[src/rtl/tiny_dnn_pkg.sv]
// Shared definitions for the tiny_dnn stream interface blocks.
package tiny_dnn_pkg;
    localparam int AXIS_DW = 32;
    localparam int VAL_W   = 16;
    localparam int LEN_W   = 12;

    typedef enum logic {
        ST_IDLE = 1'b0,
        ST_SEND = 1'b1
    } state_t;
endpackage

[src/rtl/tiny_dnn_fifo.sv]
// Single-clock FIFO with registered storage and a combinational head-of-queue view.
module tiny_dnn_fifo #(
    parameter int DEPTH = 16,
    parameter int W     = 16
) (
    input  logic         clk,
    input  logic         rst_n,
    input  logic         clr,
    input  logic         push,
    input  logic         pop,
    input  logic [W-1:0] din,
    output logic         full,
    output logic         empty,
    output logic [W-1:0] head
);
    localparam int AW = $clog2(DEPTH);

    logic [AW:0]  wr_ptr;
    logic [AW:0]  rd_ptr;
    logic [W-1:0] mem [DEPTH];
    logic         do_push;
    logic         do_pop;

    // Extra pointer bit separates full from empty when the index bits match.
    assign empty   = (wr_ptr == rd_ptr);
    assign full    = (wr_ptr[AW] != rd_ptr[AW]) && (wr_ptr[AW-1:0] == rd_ptr[AW-1:0]);
    assign do_push = push & ~full;
    assign do_pop  = pop & ~empty;
    assign head    = mem[rd_ptr[AW-1:0]];

    always_ff @(posedge clk or negedge rst_n) begin
        if (!rst_n) begin
            wr_ptr <= '0;
            rd_ptr <= '0;
        end else if (clr) begin
            wr_ptr <= '0;
            rd_ptr <= '0;
        end else begin
            if (do_push) wr_ptr <= wr_ptr + 1'b1;
            if (do_pop)  rd_ptr <= rd_ptr + 1'b1;
        end
    end

    always_ff @(posedge clk) begin
        if (do_push) mem[wr_ptr[AW-1:0]] <= din;
    end
endmodule

[src/rtl/tiny_dnn_axis_tx.sv]
// AXI4-Stream master: FIFO-buffered 16-bit words sent as 32-bit beats in
// programmed-length packets with TLAST and a completion pulse.
module tiny_dnn_axis_tx #(
    parameter int DEPTH = 16,
    parameter int LEN_W = 12
) (
    input  logic             AXIS_ACLK,
    input  logic             AXIS_ARESETN,
    input  logic             clr,
    input  logic             start,
    input  logic [LEN_W-1:0] len,
    input  logic             in_valid,
    input  logic [15:0]      in_data,
    output logic             in_ready,
    output logic             busy,
    output logic             done,
    output logic             M_AXIS_TVALID,
    output logic [31:0]      M_AXIS_TDATA,
    output logic [3:0]       M_AXIS_TSTRB,
    output logic             M_AXIS_TLAST,
    input  logic             M_AXIS_TREADY
);
    import tiny_dnn_pkg::*;

    state_t             state;
    logic [LEN_W-1:0]   rem;
    logic               done_q;
    logic               fifo_full;
    logic               fifo_empty;
    logic [VAL_W-1:0]   head;
    logic               push;
    logic               tvalid;
    logic               beat;

    assign in_ready = ~fifo_full;
    assign push     = in_valid & in_ready;
    // TVALID comes only from registered state, never from TREADY.
    assign tvalid   = (state == ST_SEND) & ~fifo_empty;
    assign beat     = tvalid & M_AXIS_TREADY;

    tiny_dnn_fifo #(
        .DEPTH (DEPTH),
        .W     (VAL_W)
    ) u_fifo (
        .clk   (AXIS_ACLK),
        .rst_n (AXIS_ARESETN),
        .clr   (clr),
        .push  (push),
        .pop   (beat),
        .din   (in_data),
        .full  (fifo_full),
        .empty (fifo_empty),
        .head  (head)
    );

    always_ff @(posedge AXIS_ACLK or negedge AXIS_ARESETN) begin
        if (!AXIS_ARESETN) begin
            state  <= ST_IDLE;
            rem    <= '0;
            done_q <= 1'b0;
        end else if (clr) begin
            state  <= ST_IDLE;
            rem    <= '0;
            done_q <= 1'b0;
        end else begin
            done_q <= 1'b0;
            case (state)
                ST_IDLE: begin
                    if (start) begin
                        if (len != '0) begin
                            rem   <= len;
                            state <= ST_SEND;
                        end else begin
                            done_q <= 1'b1;
                        end
                    end
                end
                ST_SEND: begin
                    if (beat) begin
                        rem <= rem - 1'b1;
                        if (rem == LEN_W'(1)) begin
                            state  <= ST_IDLE;
                            done_q <= 1'b1;
                        end
                    end
                end
                default: state <= ST_IDLE;
            endcase
        end
    end

    assign busy          = (state == ST_SEND);
    assign done          = done_q;
    assign M_AXIS_TVALID = tvalid;
    assign M_AXIS_TDATA  = tvalid ? {head, {(AXIS_DW-VAL_W){1'b0}}} : '0;
    assign M_AXIS_TSTRB  = {4{tvalid}};
    assign M_AXIS_TLAST  = tvalid & (rem == LEN_W'(1));
endmodule

[config.mk]
export PLATFORM = sky130hd
export DESIGN_NAME = tiny_dnn_axis_tx
export DESIGN_NICKNAME = d
export VERILOG_FILES = /design/src/rtl/tiny_dnn_pkg.sv /design/src/rtl/tiny_dnn_fifo.sv /design/src/rtl/tiny_dnn_axis_tx.sv
export SDC_FILE = /design/constraint.sdc
export NUM_CORES = 1
export LEC_CHECK = 0
export BUFFER_PORTS_ARGS = -buffer_cell sky130_fd_sc_hd__buf_2
export CAP_MARGIN = 30
export CORE_MARGIN = 2
export CORE_UTILIZATION = 60
export DETAILED_ROUTE_END_ITERATION = 10
export HOLD_SLACK_MARGIN = 0.1
export PLACE_DENSITY = 0.88
export SYNTH_ARGS = -nofsm -noshare
export SYNTH_HDL_FRONTEND = slang
export SYNTH_SLANG_ARGS = --single-unit
[constraint.sdc]
create_clock -name AXIS_ACLK -period 10 [get_ports AXIS_ACLK]
set_clock_uncertainty 0.2 [all_clocks]
set_input_delay 2 -clock AXIS_ACLK [delete_from_list [all_inputs] [get_ports AXIS_ACLK]]
set_output_delay 2 -clock AXIS_ACLK [all_outputs]
set_load 0.02 [all_outputs]
==> results of run 1 <==
==> placed cells by master, fill, tap and decap left out, types with 3 or more instances in the layout <==
| cell type | netlist | final |
|---|---|---|
| sky130_fd_sc_hd__a211oi_1 | 36 | 36 |
| sky130_fd_sc_hd__a21oi_1 | 11 | 11 |
| sky130_fd_sc_hd__a221o_1 | 6 | 6 |
| sky130_fd_sc_hd__and3_1 | 4 | 4 |
| sky130_fd_sc_hd__and4_1 | 7 | 7 |
| sky130_fd_sc_hd__buf_16 | 0 | 5 |
| sky130_fd_sc_hd__buf_2 | 17 | 58 |
| sky130_fd_sc_hd__buf_4 | 22 | 14 |
| sky130_fd_sc_hd__buf_8 | 0 | 3 |
| sky130_fd_sc_hd__bufinv_16 | 0 | 5 |
| sky130_fd_sc_hd__clkbuf_16 | 0 | 28 |
| sky130_fd_sc_hd__clkinv_1 | 0 | 5 |
| sky130_fd_sc_hd__clkinv_2 | 0 | 7 |
| sky130_fd_sc_hd__clkinvlp_4 | 0 | 5 |
| sky130_fd_sc_hd__conb_1 | 1 | 16 |
| sky130_fd_sc_hd__dfrtp_1 | 24 | 21 |
| sky130_fd_sc_hd__edfxtp_1 | 256 | 256 |
| sky130_fd_sc_hd__ha_1 | 7 | 7 |
| sky130_fd_sc_hd__inv_1 | 9 | 9 |
| sky130_fd_sc_hd__mux2i_1 | 18 | 18 |
| sky130_fd_sc_hd__mux4_2 | 64 | 64 |
| sky130_fd_sc_hd__nand2_1 | 12 | 12 |
| sky130_fd_sc_hd__nand3_1 | 11 | 11 |
| sky130_fd_sc_hd__nor2_1 | 23 | 22 |
| sky130_fd_sc_hd__nor2b_1 | 17 | 17 |
| sky130_fd_sc_hd__nor3_1 | 8 | 8 |
| sky130_fd_sc_hd__nor3b_2 | 0 | 4 |
| sky130_fd_sc_hd__nor4_1 | 6 | 6 |
| sky130_fd_sc_hd__nor4b_2 | 0 | 4 |
| sky130_fd_sc_hd__o211ai_1 | 4 | 4 |
| sky130_fd_sc_hd__o21ai_1 | 3 | 3 |
| sky130_fd_sc_hd__xnor2_1 | 15 | 15 |
| sky130_fd_sc_hd__xor2_1 | 5 | 5 |
==> layout make-up <==
cell class	count	area share, %
sequential	280	62.0
multi-input combinational	305	23.6
clock buffer	28	5.24
timing repair buffer	80	4.32
tap	265	2.48
clock inverter	24	2.11
inverter	9	0.253
==> routing by layer <==
metal	global-route usage, %	vias to the layer above	share of wire (%)
met1	34.8	3341	37
met5	0	-	0
li1	-	2681	-
met4	8.10	0	2.7
met3	4.70	46	7.6
met2	45.7	360	53
==> sequential cells by signal, summed over array words and instances, names as in the netlist <==
register,cells
busy,1
done,1
rem,12
u_fifo.mem,256
u_fifo.rd_ptr,5
u_fifo.wr_ptr,5
==> kinds of logic (layout without fill, tap and decap cells) <==
group	after synthesis	after routing
AO/OA/AOI/OAI	70	70
adder cells (fa/ha/maj)	7	7
buffers and inverters	70	141
multiplexers	83	83
AND/OR/NAND/NOR	109	109
XOR/XNOR	20	20
other	1	16
flip-flops	280	280
==> final timing paths <==
check / startpoint / end / slack (ns) / cells after the start
setup / recovery: u_fifo.rd_ptr[0] / M_AXIS_TDATA[19] / 4.59 / 7
hold / removal: u_fifo.rd_ptr[4] / u_fifo.rd_ptr[4] / 0.38 / 2
setup reg to reg: u_fifo.rd_ptr[0] / u_fifo.mem[11][8] / 6.21 / 8
hold reg to reg: u_fifo.rd_ptr[4] / u_fifo.rd_ptr[4] / 0.38 / 2
max in group asynchronous: AXIS_ARESETN / u_fifo.rd_ptr[0] / 7.90 / 1
min in group asynchronous: AXIS_ARESETN / rem[10] / 1.27 / 1
==> worst reg2reg max path, stage by stage (launching register included) <==
cell and delay (ns):
sky130_fd_sc_hd__dfrtp_4 0.66, sky130_fd_sc_hd__buf_4 0.25, sky130_fd_sc_hd__buf_16 0.31, sky130_fd_sc_hd__xnor2_1 0.21, sky130_fd_sc_hd__nand4_1 0.26, sky130_fd_sc_hd__o21ai_1 0.79, sky130_fd_sc_hd__nor2_1 0.22, sky130_fd_sc_hd__and3_1 0.41
sky130_fd_sc_hd__buf_16 0.24
==> report_power, final <==
part | internal [mW] | switching, mW | leakage [nW]
sequential | 1.30 | 0.0174 | 2.63
clock | 0.646 | 0.453 | 0.469
combinational | 0.0737 | 0.105 | 1.29
==> per-stage QoR <==
| step | util [%] | instance area, um^2 |
|---|---|---|
| global route | 69.4 | 13400 |
| finish | 69.4 | 13400 |
| CTS | 69.1 | 13300 |
| floorplan | - | 11800 |
| detailed placement | 64.0 | 12300 |
| global placement | 63.3 | 12200 |
==> results.txt, run 1 <==
----------------------------------------------------
[Yosys]
  Area contributors post-synth ... sky130_fd_sc_hd__edfxtp_1, sky130_fd_sc_hd__mux4_2, sky130_fd_sc_hd__dfrtp_1, sky130_fd_sc_hd__a211oi_1, sky130_fd_sc_hd__mux2i_1
  Library cell with the highest instance count after synthesis ... sky130_fd_sc_hd__edfxtp_1
  Combinational family with the most area after synthesis ... multiplexers
  Synth Area in XOR/XNOR ... 1.50%
  Leading register cell type out of synthesis ... sky130_fd_sc_hd__edfxtp_1
  Compound-gate portion of the synthesized area ... 4.37%
  Number of enable flip-flop cells after synthesis ... 256
  Yosys synthesis warning count ... 0
  Number of storage elements in the synthesis netlist ... 280
  Share of flip-flops with an asynchronous set or reset ... 8.57%
  Synth Area in Adders ... 0.749%
  Summed instance area of the synthesized netlist ... 11700 um^2
  Sequential fraction of the synthesis area ... 70.8%
  Gate Count Post-Synth ... 640
  Cell variety after synth ... 46
  Synthesized area divided by synthesized cell count ... 18.3 um^2
  Synth top area share ... 65.7%
  Area leader, netlist ... sky130_fd_sc_hd__edfxtp_1
  Share of synthesized area spent on multiplexers ... 14.0%
  List of most frequent post-synthesis cells ... sky130_fd_sc_hd__edfxtp_1, sky130_fd_sc_hd__mux4_2, sky130_fd_sc_hd__a211oi_1, sky130_fd_sc_hd__dfrtp_1, sky130_fd_sc_hd__nor2_1
  Post-synthesis share of cell area spent on and, or, nand and nor gates ... 5.42%

[Final layout]
  Total area of multi-input combinational cells ... 3150 um^2
  Number of diodes added for antenna fixing ... 0
  Layout-stage area growth over the synthesis result ... 14.3%
  Register Area ... 8290 um^2
  Number of nets in the finished design ... 745
  Number of standard cells in the final layout excluding fillers ... 991
  Layout cell share with drive strength beyond 1 ... 28.8%
  Filler cells ... 1180

[Floorplanning]
  Initial cell density of the core ... 60.7%
  Overall die area ... 20600 um^2
  Site row count ... 51
  X dimension of the die ... 144 um
  Die Height ... 144 um
  Core region area ... 19300 um^2
  I/O pins ... 75

[STA]
  Worst slew margin relative to its limit ... 34.6%
  Total count of hold-check failures in the final report ... 0
  Crit path time final ... 5.41 ns
  Final worst setup slack ... 4.59 ns
  Max Freq ... 185 MHz
  Final count of pins violating max slew ... 0
  RSZ-0062 raised after global routing ... false
  Transition time of the tightest slew-check pin ... 0.981 ns
  Post-route fraction of the period consumed by the critical path ... 54.1%
  Final-layout worst hold slack ... 0.378 ns
  Final setup viols ... 0
  Sum Neg Setup Slack ... 0 ns

[Routing]
  DRT Pass-1 Iters ... 5
  Routed wirelength normalized by instance count ... 26.7 um
  Vias ... 6428
  DRC Markers ... 0
  Vias per cell ... 6.49
  Number of nets still failing antenna checks after routing ... 0
  Detailed router's first-iteration violation count ... 620
  Drt total wl ... 26500 um

[Worst setup path]
  Critical path's most frequent cell ... sky130_fd_sc_hd__a211oi_1
  Launching element type of the critical path ... register
  Worst setup path class ... register to output port
  Data required time at the worst endpoint ... 7.80 ns
  Crit. End Element ... output port
  Buffers and inverters on the worst path ... 3
  Cell with the biggest individual delay on the critical path ... sky130_fd_sc_hd__dfrtp_4
  Arrival time of the worst setup path ... 3.21 ns
  Stage delay of the slowest cell on the critical path ... 0.66 ns
  Series of cell instances along the critical path ... buf_4 > buf_16 > mux4_2 > nor2b_1 > a211oi_1 > a211oi_1 > buf_2
  Largest fanout on the critical path ... 46
  Crit path max-delay family ... buffers and inverters

[Pwr]
  Power per cell area ... 194 nW/um^2
  Static power due to leakage ... 4.39 nW
  Overall power consumption ... 2.59 mW
  Worst VDD drop ... 0.186 mV

[GRT]
  Wire length of the first global-routing pass ... 39800 um
  Number of global-route vias before repair ... 6525
  Grt total ovfl ... 0
  All-Layer GR Usage ... 26.5%
  Initial antenna violation count ... 1
  Maximum number of pins on one net before global-route repair ... 69

[CTS]
  Number of clock sinks ... 280
  Clk Tree Root Cell ... sky130_fd_sc_hd__clkbuf_16
  Clock latency at the later pin of the worst-skew pair ... 0.52 ns
  Clock tree from TritonCTS ... built
  Total of hold buffers inserted after clock tree synthesis ... 0
  CTS HTree Levels ... 1
  Clock buffer depth ... 3
  CTS resizes ... 0
  Post-CTS Setup Inserts ... 0
  Total clock buffers created by CTS ... 28
  Clock input transition at the sequential cells of the worst setup and hold paths ... 0.07 ns

[Flow run]
  Max-Cap Viols ... 0

[Place]
  Total instance count after detailed placement ... 937
  Placement-stage worst setup slack ... 4.79 ns
  Post-detail-place hpwl ... 15200 um
  Weighted congestion reported at the end of routability-driven placement ... 0.841
  Input/output buffers ... 58

[Status]
  Run status ... finished clean

[Min path]
  HP Class ... register to register

----------------------------------------------------
(Power assumes the default switching activity.)
==> inputs of run 2 (changes only) <==
--- a/config.mk
+++ b/config.mk
@@ -5,6 +5,7 @@
 export SDC_FILE = /design/constraint.sdc
 export NUM_CORES = 1
 export LEC_CHECK = 0
+export ABC_AREA = 1
 export BUFFER_PORTS_ARGS = -buffer_cell sky130_fd_sc_hd__buf_2
 export CAP_MARGIN = 30
 export CORE_MARGIN = 2
==> constraint.sdc (replaced) <==
create_clock -name AXIS_ACLK -period 5.2 [get_ports AXIS_ACLK]
set_clock_uncertainty 0.2 [all_clocks]
set_input_delay 1.04 -clock AXIS_ACLK [delete_from_list [all_inputs] [get_ports AXIS_ACLK]]
set_output_delay 1.04 -clock AXIS_ACLK [all_outputs]
set_load 0.02 [all_outputs]
==> run 2 against run 1 <==
- die area is 3.8% higher
- critical path depth is 2 higher
- synthesized cell count is 71% higher
- worst setup slack worse by 3.9 ns
- sequential cell count stayed put
- total power is 84% higher
- cell count is 44% higher
- first-iteration DRC count is 100% higher
- sequential power is 93% higher
- wire length is 10% higher
- clock power is 74% higher
- via count is 35% higher
- critical endpoint is now M_AXIS_TDATA[24]
==> results.txt, run 2 <==
----------------------------------------------------
[Status]
  Run status ... finished clean

[STA]
  Transition time of the tightest slew-check pin ... 1.06 ns (+0.0769 ns)
  Crit path time final ... 4.51 ns
  Max Freq ... 222 MHz
  Total count of hold-check failures in the final report ... 0 (unchanged)
  RSZ-0062 raised after global routing ... false
  Final count of pins violating max slew ... 0 (unchanged)
  Final worst setup slack ... 0.691 ns (-3.90 ns)
  Final setup viols ... 0 (unchanged)
  Sum Neg Setup Slack ... 0 ns (unchanged)
  Final-layout worst hold slack ... 0.282 ns (-0.0953 ns)
  Post-route fraction of the period consumed by the critical path ... 86.7%
  Worst slew margin relative to its limit ... 29.5% (-5.1 points)

[Yosys]
  Share of flip-flops with an asynchronous set or reset ... 8.57% (unchanged)
  Summed instance area of the synthesized netlist ... 12200 um^2 (+3.9%)
  Synthesized area divided by synthesized cell count ... 11.1 um^2 (-39%)
  Yosys synthesis warning count ... 0 (unchanged)
  Number of storage elements in the synthesis netlist ... 280 (unchanged)
  Number of enable flip-flop cells after synthesis ... 256 (unchanged)
  Area leader, netlist ... sky130_fd_sc_hd__edfxtp_1
  Cell variety after synth ... 34 (-26%)
  Synth top area share ... 63.3% (-2.4 points)
  Gate Count Post-Synth ... 1094 (+71%)
  Area contributors post-synth ... sky130_fd_sc_hd__edfxtp_1, sky130_fd_sc_hd__nand2_1, sky130_fd_sc_hd__nand3_1, sky130_fd_sc_hd__dfrtp_1, sky130_fd_sc_hd__a21oi_1
  Sequential fraction of the synthesis area ... 68.2% (-2.6 points)
  List of most frequent post-synthesis cells ... sky130_fd_sc_hd__nand2_1, sky130_fd_sc_hd__edfxtp_1, sky130_fd_sc_hd__nand3_1, sky130_fd_sc_hd__a21oi_1, sky130_fd_sc_hd__nor2_1
  Leading register cell type out of synthesis ... sky130_fd_sc_hd__edfxtp_1
  Library cell with the highest instance count after synthesis ... sky130_fd_sc_hd__nand2_1

[Final layout]
  Layout cell share with drive strength beyond 1 ... 12.8% (-16 points)
  Layout-stage area growth over the synthesis result ... 11.2%
  Number of standard cells in the final layout excluding fillers ... 1429 (+44%)
  Filler cells ... 1347 (+14%)
  Post-route standard cell area excluding fillers ... 13500 um^2 (+1.1%)
  Final core occ ... 67.4% (-1.9 points)
  Most frequent cells in the layout ... sky130_fd_sc_hd__nand2_1, sky130_fd_sc_hd__edfxtp_1, sky130_fd_sc_hd__nand3_1, sky130_fd_sc_hd__a21oi_1, sky130_fd_sc_hd__buf_2
  Number of nets in the finished design ... 1178 (+58%)
  Leading cell type in the layout, fill and taps excluded ... sky130_fd_sc_hd__nand2_1
  Max FFs per register ... 256 (unchanged)

[GRT]
  Global-route met2 utilization ... 44.8% (-0.93 points)
  Wire length of the first global-routing pass ... 44900 um (+13%)
  All-Layer GR Usage ... 26.9% (+0.44 points)
  Number of global-route vias before repair ... 8446 (+29%)
  Maximum number of pins on one net before global-route repair ... 96 (+39%)
  Met1 track utilization from global routing ... 35.0% (+0.12 points)
  Global-route layer with the greatest usage ... met2
  Grt total ovfl ... 0 (unchanged)
  Met3 track utilization from global routing ... 5.19% (+0.49 points)
  Initial antenna violation count ... 1 (unchanged)

[Pwr]
  Worst VDD drop ... 0.304 mV (+63%)
  Static power due to leakage ... 5.22 nW (+19%)
  Power per cell area ... 353 nW/um^2 (+82%)
  Overall power consumption ... 4.77 mW (+84%)

[Routing]
  Vias ... 8702 (+35%)
  Routed wirelength normalized by instance count ... 20.4 um (-23%)
  DRC Markers ... 0 (unchanged)
  Drt total wl ... 29200 um (+10%)
  Number of nets still failing antenna checks after routing ... 0 (unchanged)
  DRT Pass-1 Iters ... 6 (+1)
  Detailed router's first-iteration violation count ... 1263 (+100%)
  Vias per cell ... 6.09 (-6.1%)

[CTS]
  Clk Tree Root Cell ... sky130_fd_sc_hd__clkbuf_16
  Total clock buffers created by CTS ... 28 (unchanged)
  CTS HTree Levels ... 1 (unchanged)
  Clock input transition at the sequential cells of the worst setup and hold paths ... 0.06 ns (about the same)
  Clock buffer depth ... 3 (unchanged)
  Number of clock sinks ... 280 (unchanged)
  Post-CTS Setup Inserts ... 0 (unchanged)
  Clock latency at the later pin of the worst-skew pair ... 0.54 ns (+0.02 ns)
  CTS resizes ... 0 (unchanged)
  Clock tree from TritonCTS ... built
  Total of hold buffers inserted after clock tree synthesis ... 0 (unchanged)

[Worst setup path]
  Arrival time of the worst setup path ... 3.27 ns (+0.06 ns)
  Reg2Reg Depth ... 10 (+2)
  Largest fanout on the critical path ... 92 (+100%)
  Worst setup path class ... register to output port
  Worst R2R Start ... u_fifo.rd_ptr[0]
  Launching element type of the critical path ... register
  Crit. Startpoint ... u_fifo.rd_ptr[0]
  Data required time at the worst endpoint ... 3.96 ns (-3.84 ns)
  Crit. End Element ... output port

[Floorplanning]
  X dimension of the die ... 146 um (+1.9%)
  I/O pins ... 75 (unchanged)
  Core region area ... 20000 um^2 (+4.0%)
  Die Height ... 146 um (+1.9%)
  Site row count ... 52 (+2.0%)
  Overall die area ... 21400 um^2 (+3.8%)
  Initial cell density of the core ... 60.6% (-0.067 points)

[Place]
  Weighted congestion reported at the end of routability-driven placement ... 0.866 (+3.1%)
  Post-detail-place hpwl ... 16300 um (+7.1%)
  Input/output buffers ... 58 (unchanged)
  Placement-stage worst setup slack ... 1.37 ns (-3.42 ns)
  Total instance count after detailed placement ... 1377 (+47%)
  Cell Area, Placed ... 12700 um^2 (+2.6%)

[Flow run]
  Max-Cap Viols ... 0 (unchanged)

[Min path]
  HP Class ... input port to asynchronous set/reset pin

----------------------------------------------------
## run 2: changes by cell type in the layout (fill, tap and decap cells not counted), sizes merged, moves of 11 or more
| cell | before | now |
|---|---|---|
| a211oi | 36 | 2 |
| a21oi | 13 | 84 |
| a22o | 0 | 32 |
| clkbuf | 28 | 39 |
| inv | 10 | 35 |
| mux2i | 18 | 0 |
| mux4 | 64 | 0 |
| nand2 | 12 | 315 |
| nand3 | 11 | 154 |
| nor2 | 23 | 68 |
| nor2b | 17 | 0 |
| xnor2 | 15 | 2 |
## run 2: path summary, 6_finish.rpt
check,to,slack [ns]
setup / recovery,M_AXIS_TDATA[24],0.69
hold / removal,u_fifo.wr_ptr[2],0.28
setup reg to reg,u_fifo.mem[14][6],1.59
hold reg to reg,rem[10],0.28
max in group asynchronous,u_fifo.rd_ptr[0],4.09
min in group AXIS_ACLK,rem[10],0.28
## run 2: worst max-delay path, cell delays in order (launching register included)
cell and delay (ns):
sky130_fd_sc_hd__dfrtp_4 0.71, sky130_fd_sc_hd__clkinv_2 0.60, sky130_fd_sc_hd__buf_12 0.41, sky130_fd_sc_hd__nand2_1 0.14, sky130_fd_sc_hd__nand3_1 0.09, sky130_fd_sc_hd__nand3_1 0.15
sky130_fd_sc_hd__nand3_1 0.12, sky130_fd_sc_hd__nand3_1 0.15, sky130_fd_sc_hd__nor2_1 0.05, sky130_fd_sc_hd__buf_2 0.18
## run 2: per-layer routing
layer	share of wire, %	routed length [um]
met1	36	10600
met2	49	14400
met3	11	3180
met4	3.4	1000
met5	0	0
## run 2: report_power, final
group	switching, mW	internal (mW)	total, mW
Sequential	0.0331	2.49	2.53
Combinational	0.239	0.0989	0.338
Clock	0.815	1.09	1.91
Total	1.09	3.69	4.77
## run 2: logic make-up after synthesis
group	count (synthesis)	share of synthesized area [%]
simple gates	549	19.2
flops	280	68.2
compound gates	131	6.49
buf+inv	119	4.87
xor+xnor	7	0.504
fa+ha+maj	7	0.721
other cells	1	0.0309
## run 2: final cells by class
class | instances | area, um^2 | share of cell area, %
Sequential cell | 280 | 8290 | 61.4
Multi-Input combinational cell | 710 | 3360 | 24.9
Clock buffer | 39 | 742 | 5.49
Timing Repair Buffer | 80 | 518 | 3.83
Tap cell | 270 | 338 | 2.50
Inverter | 37 | 140 | 1.04
Clock inverter | 12 | 120 | 0.889
Antenna cell | 1 | 2.50 | 0.0185
==> inputs of run 3 (changes only) <==
--- a/config.mk
+++ b/config.mk
@@ -5,7 +5,6 @@
 export SDC_FILE = /design/constraint.sdc
 export NUM_CORES = 1
 export LEC_CHECK = 0
-export ABC_AREA = 1
 export BUFFER_PORTS_ARGS = -buffer_cell sky130_fd_sc_hd__buf_2
 export CAP_MARGIN = 30
 export CORE_MARGIN = 2
==> run 3 against run 2 <==
- worst setup slack improved by 0.22 ns
- cell count fell by 31%
- wire length down 10%
- critical endpoint is now M_AXIS_TDATA[30]
- highest routed layer unchanged
==> results.txt, run 3 (synthesis gave the netlist of run 1 again) <==
----------------------------------------------------
[Routing]
  Vias ... 6371 (-27%)
  Number of nets still failing antenna checks after routing ... 0 (unchanged)
  Detailed router's first-iteration violation count ... 697 (-45%)
  Routed wirelength normalized by instance count ... 26.6 um (+30%)
  Vias per cell ... 6.45 (+6.0%)
  DRC Markers ... 0 (unchanged)
  DRT Pass-1 Iters ... 4 (-2)
  Drt total wl ... 26300 um (-10%)

[Pwr]
  Static power due to leakage ... 4.32 nW (-17%)
  Overall power consumption ... 4.72 mW (-1.1%)
  Worst VDD drop ... 0.383 mV (+26%)
  Power per cell area ... 358 nW/um^2 (+1.3%)

[Worst setup path]
  Worst setup path class ... register to output port
  Launching element type of the critical path ... register
  Critical path's most frequent cell ... sky130_fd_sc_hd__a211oi_1
  Series of cell instances along the critical path ... buf_12 > mux4_2 > nor2b_1 > a211oi_1 > a211oi_1 > buf_2
  Stage delay of the slowest cell on the critical path ... 0.89 ns (+0.18 ns)
  Largest fanout on the critical path ... 35 (-62%)
  Crit. End Element ... output port
  Cell with the biggest individual delay on the critical path ... sky130_fd_sc_hd__dfrtp_4
  Data required time at the worst endpoint ... 3.96 ns (about the same)
  Arrival time of the worst setup path ... 3.05 ns (-0.22 ns)

[GRT]
  All-Layer GR Usage ... 26.2% (-0.74 points)
  Initial antenna violation count ... 1 (unchanged)
  Maximum number of pins on one net before global-route repair ... 42 (-56%)
  Grt total ovfl ... 0 (unchanged)
  Number of global-route vias before repair ... 6463 (-23%)
  Wire length of the first global-routing pass ... 38800 um (-13%)

[CTS]
  Clock input transition at the sequential cells of the worst setup and hold paths ... 0.07 ns (about the same)
  CTS resizes ... 0 (unchanged)
  Post-CTS Setup Inserts ... 0 (unchanged)
  Total of hold buffers inserted after clock tree synthesis ... 0 (unchanged)
  Number of clock sinks ... 280 (unchanged)
  Clock latency at the later pin of the worst-skew pair ... 0.54 ns (about the same)
  Clk Tree Root Cell ... sky130_fd_sc_hd__clkbuf_16
  CTS HTree Levels ... 1 (unchanged)
  Total clock buffers created by CTS ... 27 (-3.6%)
  Clock buffer depth ... 3 (unchanged)
  Clock tree from TritonCTS ... built

[Place]
  Cell Area, Placed ... 12400 um^2 (-2.3%)
  Input/output buffers ... 58 (unchanged)
  Placement-stage worst setup slack ... 1.45 ns (+0.0725 ns)
  Weighted congestion reported at the end of routability-driven placement ... 0.826 (-4.7%)
  Post-detail-place hpwl ... 14700 um (-10%)

[Final layout]
  Post-route standard cell area excluding fillers ... 13200 um^2 (-2.3%)
  Total area of multi-input combinational cells ... 3150 um^2 (-6.3%)
  Max FFs per register ... 256 (unchanged)
  Most frequent cells in the layout ... sky130_fd_sc_hd__edfxtp_1, sky130_fd_sc_hd__mux4_2, sky130_fd_sc_hd__buf_2, sky130_fd_sc_hd__a211oi_1, sky130_fd_sc_hd__clkbuf_16
  Leading cell type in the layout, fill and taps excluded ... sky130_fd_sc_hd__edfxtp_1
  Layout cell share with drive strength beyond 1 ... 27.6% (+15 points)
  Register Area ... 8290 um^2 (about the same)
  Number of nets in the finished design ... 744 (-37%)
  Filler cells ... 1229 (-8.8%)
  Layout-stage area growth over the synthesis result ... 12.8%

[Floorplanning]
  Overall die area ... 20600 um^2 (-3.6%)
  Initial cell density of the core ... 60.7% (+0.067 points)
  Site row count ... 51 (-1.9%)
  Core region area ... 19300 um^2 (-3.8%)
  Die Height ... 144 um (-1.8%)
  X dimension of the die ... 144 um (-1.8%)
  I/O pins ... 75 (unchanged)

[STA]
  Final setup viols ... 0 (unchanged)
  Max Freq ... 233 MHz (+5.1%)
  Crit path time final ... 4.29 ns (-0.218 ns)
  Post-route fraction of the period consumed by the critical path ... 82.5% (-4.2 points)
  Final count of pins violating max slew ... 0 (unchanged)
  Sum Neg Setup Slack ... 0 ns (unchanged)
  Final worst setup slack ... 0.909 ns (+0.218 ns)
  Worst slew margin relative to its limit ... 35.4% (+6.0 points)
  Transition time of the tightest slew-check pin ... 0.969 ns (-0.0893 ns)
  Total count of hold-check failures in the final report ... 0 (unchanged)
  RSZ-0062 raised after global routing ... false

[Flow run]
  Max-Cap Viols ... 0 (unchanged)

[Min path]
  HP Class ... input port to asynchronous set/reset pin

[Status]
  Run status ... finished clean

----------------------------------------------------
run 3: stage by stage:
step,hold slack (ns),utilization (%),instances
after floorplan,0.325,-,655
after CTS,0.294,68.5,986
after detailed placement,0.369,64.1,939
after global routing,0.332,68.5,987
after global placement,0.346,63.7,936
final,0.293,68.5,987
run 3: final cells by class:
class | instances | share of cell area, %
multi-input combinational | 305 | 23.9
inverter | 9 | 0.256
tap | 265 | 2.51
clock inverter | 15 | 1.09
antenna | 1 | 0.0190
sequential | 280 | 62.8
clock buffer | 32 | 5.26
timing repair buffer | 80 | 4.19
run 3: critical path: cells and delay by family, from the launching register on:
kind / cells / cell delay, ns
multiplexers: 1 / 0.51
buffers and inverters: 2 / 0.50
flip-flops: 1 / 0.89
AO/OA/AOI/OAI: 2 / 0.42
AND/OR/NAND/NOR: 1 / 0.15
run 3: final timing paths:
path                                   from          endpoint  slack, ns  cells past startpoint
max                        u_fifo.rd_ptr[0]  M_AXIS_TDATA[30]       0.91                      6
min                            AXIS_ARESETN           rem[10]       0.29                      1
max reg2reg                u_fifo.rd_ptr[1]  u_fifo.mem[8][8]       1.69                      6
min reg2reg                u_fifo.rd_ptr[4]  u_fifo.rd_ptr[4]       0.38                      2
max in group asynchronous      AXIS_ARESETN  u_fifo.rd_ptr[0]       4.08                      1
min in group AXIS_ACLK     u_fifo.rd_ptr[4]  u_fifo.rd_ptr[4]       0.38                      2
run 3: layer usage:
metal  wire length (um)  part of all wire (%)  vias up  global-route usage [%]
met1               9870                    38     3247                    35.4
li1                   -                     -     2678                       -
met3               2150                   8.2       62                    4.50
met4                906                   3.4        0                    10.4
met5                  0                     0        -                       0
met2              13400                    51      384                    43.1
run 3: power by group:
| part | internal, mW | total (mW) | switching [mW] | leakage (nW) |
|---|---|---|---|---|
| registers | 2.49 | 2.53 | 0.0382 | 2.63 |
| logic | 0.141 | 0.331 | 0.190 | 1.28 |
| clock network | 1.06 | 1.86 | 0.806 | 0.409 |
| total | 3.69 | 4.72 | 1.03 | 4.32 |
